--- config.mk ---
export PLATFORM = sky130hd
export DESIGN_NAME = tetron_cell_locator
export DESIGN_NICKNAME = d
export VERILOG_FILES = /design/src/rtl/tetron_collision_checker_pkg.sv /design/src/rtl/tetron_collision_checker_cell_locator.sv
export SDC_FILE = /design/constraint.sdc
export NUM_CORES = 1
export LEC_CHECK = 0
export CORE_UTILIZATION = 25
export DETAILED_ROUTE_END_ITERATION = 8
export PLACE_DENSITY = 0.66
export SYNTH_ARGS = -nofsm -noshare
export SYNTH_HDL_FRONTEND = slang
export SYNTH_SLANG_ARGS = --single-unit
--- constraint.sdc ---
create_clock -name vclk -period 2.5
set_clock_uncertainty 0.1 [all_clocks]
set_input_delay 0.5 -clock vclk [all_inputs]
set_output_delay 0.5 -clock vclk [all_outputs]
set_load 0.005 [all_outputs]
--- src/rtl/tetron_collision_checker_pkg.sv ---
// Shared constants, coordinate type and checker state encoding for the
// tetron collision checker and its bench.
package tetron_collision_checker_pkg;

   localparam int BOARD_W = 10;
   localparam int BOARD_H = 20;
   localparam int CW      = 5;

   typedef logic [CW-1:0] coord_t;

   typedef enum logic [1:0] {
      IDLE  = 2'd0,
      SCAN  = 2'd1,
      DRAIN = 2'd2,
      DONE  = 2'd3
   } chk_state_t;

endpackage

--- src/rtl/tetron_collision_checker_cell_locator.sv ---
// Combinational block locator: origin + signed offset (mod 2^CW) and a
// playfield bounds test. Negative results wrap high and land out of bounds.
module tetron_cell_locator #(
   parameter int BOARD_W = tetron_collision_checker_pkg::BOARD_W,
   parameter int BOARD_H = tetron_collision_checker_pkg::BOARD_H,
   parameter int CW      = tetron_collision_checker_pkg::CW
) (
   input  logic [CW-1:0] origin_row,
   input  logic [CW-1:0] origin_col,
   input  logic [CW-1:0] voffset,
   input  logic [CW-1:0] hoffset,
   output logic [CW-1:0] row,
   output logic [CW-1:0] col,
   output logic          out_of_bounds
);
   import tetron_collision_checker_pkg::*;

   localparam logic [CW-1:0] ROW_LIM = CW'(BOARD_H);
   localparam logic [CW-1:0] COL_LIM = CW'(BOARD_W);

   assign row = origin_row + voffset;
   assign col = origin_col + hoffset;
   assign out_of_bounds = (row >= ROW_LIM) || (col >= COL_LIM);

endmodule

# ---- Word-level counts from Yosys, hierarchy flattened
# Index checks and enable logic that the tools add are counted.
dict set report totals {
  out_inout_bits 11
  ram_bits 0
  input_bits 20
  mem_bits_ro 0
  regBits 0
  wordCells 5
  mem_count 0
  latchBits 0
}
dict set report op_classes {
  n_mux 0
  div 0
  addsub 2
  n_eq_ne 0
  order_cmp 2
  n_reduce_logical 1
  bitwise_logic 0
  n_shift 0
  multipliers 0
}
# cell n
set op_table {}
lappend op_table {{5-bit adder} 2}
lappend op_table {{5-bit by 4-bit >= comparator with 1-bit output, second input constant} 1}
lappend op_table {{5-bit >= comparator, second input constant} 1}
lappend op_table {{1-bit logical OR} 1}

# ---- Depth between registers and ports, before layout
dict set report logic_depth {
  depth_word 3
  depth_mapped 7
  ltp_nobuf 7
}

# ---- Worst setup path before layout
# Ideal clock, no wire load.
dict set report synth_path {
  path_kind {input to output}
  start {input origin_row[0]}
  end {output out_of_bounds}
  path_buffers 0
  arrival_ns 1.906
  setup_slack_ns -0.006
  required_ns 1.900
  stages 7
  path_cell_list {ha_1 inv_1 fa_1 nand2b_2 a21oi_1 xnor2_1 a221o_1}
}
dict set report synth_via {
  elab_chain_len 3
}
# item line
set synth_lines {}
lappend synth_lines {{start, declared} tetron_collision_checker_cell_locator.sv:8} ;# input logic [CW-1:0] origin_row,
lappend synth_lines {{5-bit adder} tetron_collision_checker_cell_locator.sv:21} ;# assign row = origin_row + voffset;
lappend synth_lines {{via row[4]} tetron_collision_checker_cell_locator.sv:12} ;# output logic [CW-1:0] row,
lappend synth_lines {{5-bit >= comparator} tetron_collision_checker_cell_locator.sv:23} ;# assign out_of_bounds = (row >= ROW_LIM) || (col >= COL_LIM);
lappend synth_lines {{1-bit logical OR} tetron_collision_checker_cell_locator.sv:23}
lappend synth_lines {{end, declared} tetron_collision_checker_cell_locator.sv:14} ;# output logic out_of_bounds
# The timed path passes the listed nets, and every way through them passes these cells.

# ---- Worst setup path in the final report
dict set report layout_path {
  start {input origin_row[2]}
  end {output out_of_bounds}
}
dict set report layout_via {
  elab_chain_len 3
}
# item line
set layout_lines {}
lappend layout_lines {{5-bit adder} tetron_collision_checker_cell_locator.sv:21}
lappend layout_lines {{5-bit >= comparator} tetron_collision_checker_cell_locator.sv:23}
lappend layout_lines {{1-bit logical OR} tetron_collision_checker_cell_locator.sv:23}
# Every way passes these cells.

==> impl_metrics.toml <==
[global_routing]
grt_max_degree = 5
grt_antenna_before_repair = 0
grt.total_usage_pct = 16.8
grt_pass1_wl_um = 1900
overflow = 0
grt_pass1_vias = 483

[die]
fp-row-count = 13
io_pins = 31
core_um2 = 1330
die_area_um2 = 1610
fp.dieH_um = 40.2
fp.dieW_um = 40.2
initial_utilization_pct = 27.3

[timing]
min_period_over_period_pct = 101
hold_viol_final = 0
finalCriticalPeriod_ps = 2530
setup_viol = 1
fmax_mhz = 395
worst_slack_ps = -32.2
rsz0062_at_grt = "true"
final_max_slew_viol_count = 0
relSlewSlack_pct = 82.6
worstMarginPinSlew_ps = 259

[yosys]
synthAdderAreaFrac_pct = 38.5
synthSimpleGateAreaFrac_pct = 11.0
yosysTopAreaCellShare_pct = 27.5
avgSynthCellArea_um2 = 8.09
synth_cells = 45
synthMuxAreaShare_pct = 0
synth_xor_area_share_pct = 24.1
netlist_top_cells_area = "ha_1 (27%), xnor2_1 (22%), fa_1 (11%)"
synth_nets = 75
synth_common_cells = "xnor2_1 (9), ha_1 (8), inv_1 (8)"
synth_cell_type_count = 13
synth_compound_area_share_pct = 18.2
seq_area_frac_synth_pct = 0
synth_top_family_by_area = "adder cells"
syn_area_um2 = 364
yosys_warnings = 0
yosysMostFrequentCell = "xnor2_1"
yosys.area.top_type = "ha_1"

[setup_path]
worst_setup_path_start_kind = "input port"
cp_max_fo = 3
critPathCaptureType = "output pin"
path_class = "in2out"
crit_slowest_cell = "a221o_1"
crit_chain = "dlygate4sd2_1, ha_4, buf_4, xor2_1, nor2_1, a2bb2oi_1, a221o_1, buf_2"
crit_buf_inv = 3
crit_family = "buffers and inverters"
slowest_delay_ps = 350
cp_data_arrival_time_ps = 1930
worstPathRequired_ps = 1900

[layout]
nClkBuffers = 0
n_fill_cell = 103
multi_input_area_um2 = 539
drive_gt1_share_pct = 61.5
final_util_pct = 75.3
seqCellArea_um2 = 0
diodes = 0
area_growth_pct = 176
seq_cell_count = 0
finish.net_count = 123

[detailed_routing]
wl_per_cell_um = 12.2
routed_via_density = 4.60
via_count = 488
drt_first_iter_violations = 3
firstDrtPassIters = 4
antenna_left = 0
drc = 0
routed_wl_um = 1290

[clocking]
cts_hold_buf = 0

[placement]
port_buffers = 31
routabilityCongestion = 0.681
place.detailed.hpwl_um = 793
place_ws_ps = -836

[run_status]
status = "finished, violations left"
violations = "negative setup slack"

[power]
leakage_nw = 0.462
ir_worst_vdd_mv = 0.153
power_density_nw_per_um2 = 284

[worst_hold_path]
hp-class = "in2out"

[job]
maxCapViolations = 0
==> area by class of cell <==
cell class                 count  area share (%)
multi-input combinational     37            53.7
tap                           15            1.87
timing repair buffer          46            41.5
inverter                       8            2.99
==> cells by family after synthesis <==
logic type      Yosys count
compound gates            9
fa+ha+maj                10
buf+inv                   8
simple gates              8
xor+xnor                 10
==> path summary, 6_finish.rpt <==
path / start / end / slack [ps] / cells past startpoint
min: origin_col[0] / col[0] / 1560 / 3
max: origin_row[2] / out_of_bounds / -30 / 8
==> repair_timing <==
action / in CTS / in global routing
endpoints found under the setup margin: 9 / 4
gates resized for setup: 77 / 21
pin swaps: 18 / 17
setup buffers: 7 / 1
==> per-stage QoR <==
| stage | hold slack (ps) | instance area, um^2 | setup TNS [ps] | instances | total power, W |
|---|---|---|---|---|---|
| after detailed placement | 1960 | 763 | -4750 | 100 | 0.000213 |
| after CTS | 1560 | 928 | -84.1 | 107 | 0.000255 |
| final | 1560 | 1000 | -32.2 | 106 | 0.000285 |
| after floorplan | 1010 | 367 | 0 | 45 | 0.0000854 |
| after global routing | 1570 | 1000 | -77.9 | 106 | 0.000306 |
| after global placement | 1960 | 763 | -4640 | 100 | 0.000213 |
==> report_power, final <==
group | leakage [nW] | switching (W) | internal (W)
Sequential | 0 | 0 | 0
Clock | 0 | 0 | 0
Combinational | 0.462 | 0.000105 | 0.000180
==> layer usage <==
metal / routed length, um / track usage, %
met1: 512 / 18.0
met2: 694 / 35.9
met3: 74 / 1.11
met4: 7 / 0.862
met5: 0 / 0
==> cell usage in the layout, fill, tap and decap left out, drive strengths merged <==
master	n
nand2b	3
clkdlybuf4s50	8
xnor2	9
clkdlybuf4s15	2
inv	8
a2bb2oi	1
ha	8
a21o	2
buf	25
a21oi	4
dlymetal6s2s	1
dlygate4sd2	10
nor2	5
a221o	1
xor2	1
a211oi	1
fa	2
Power figures use the tool's default switching activity.
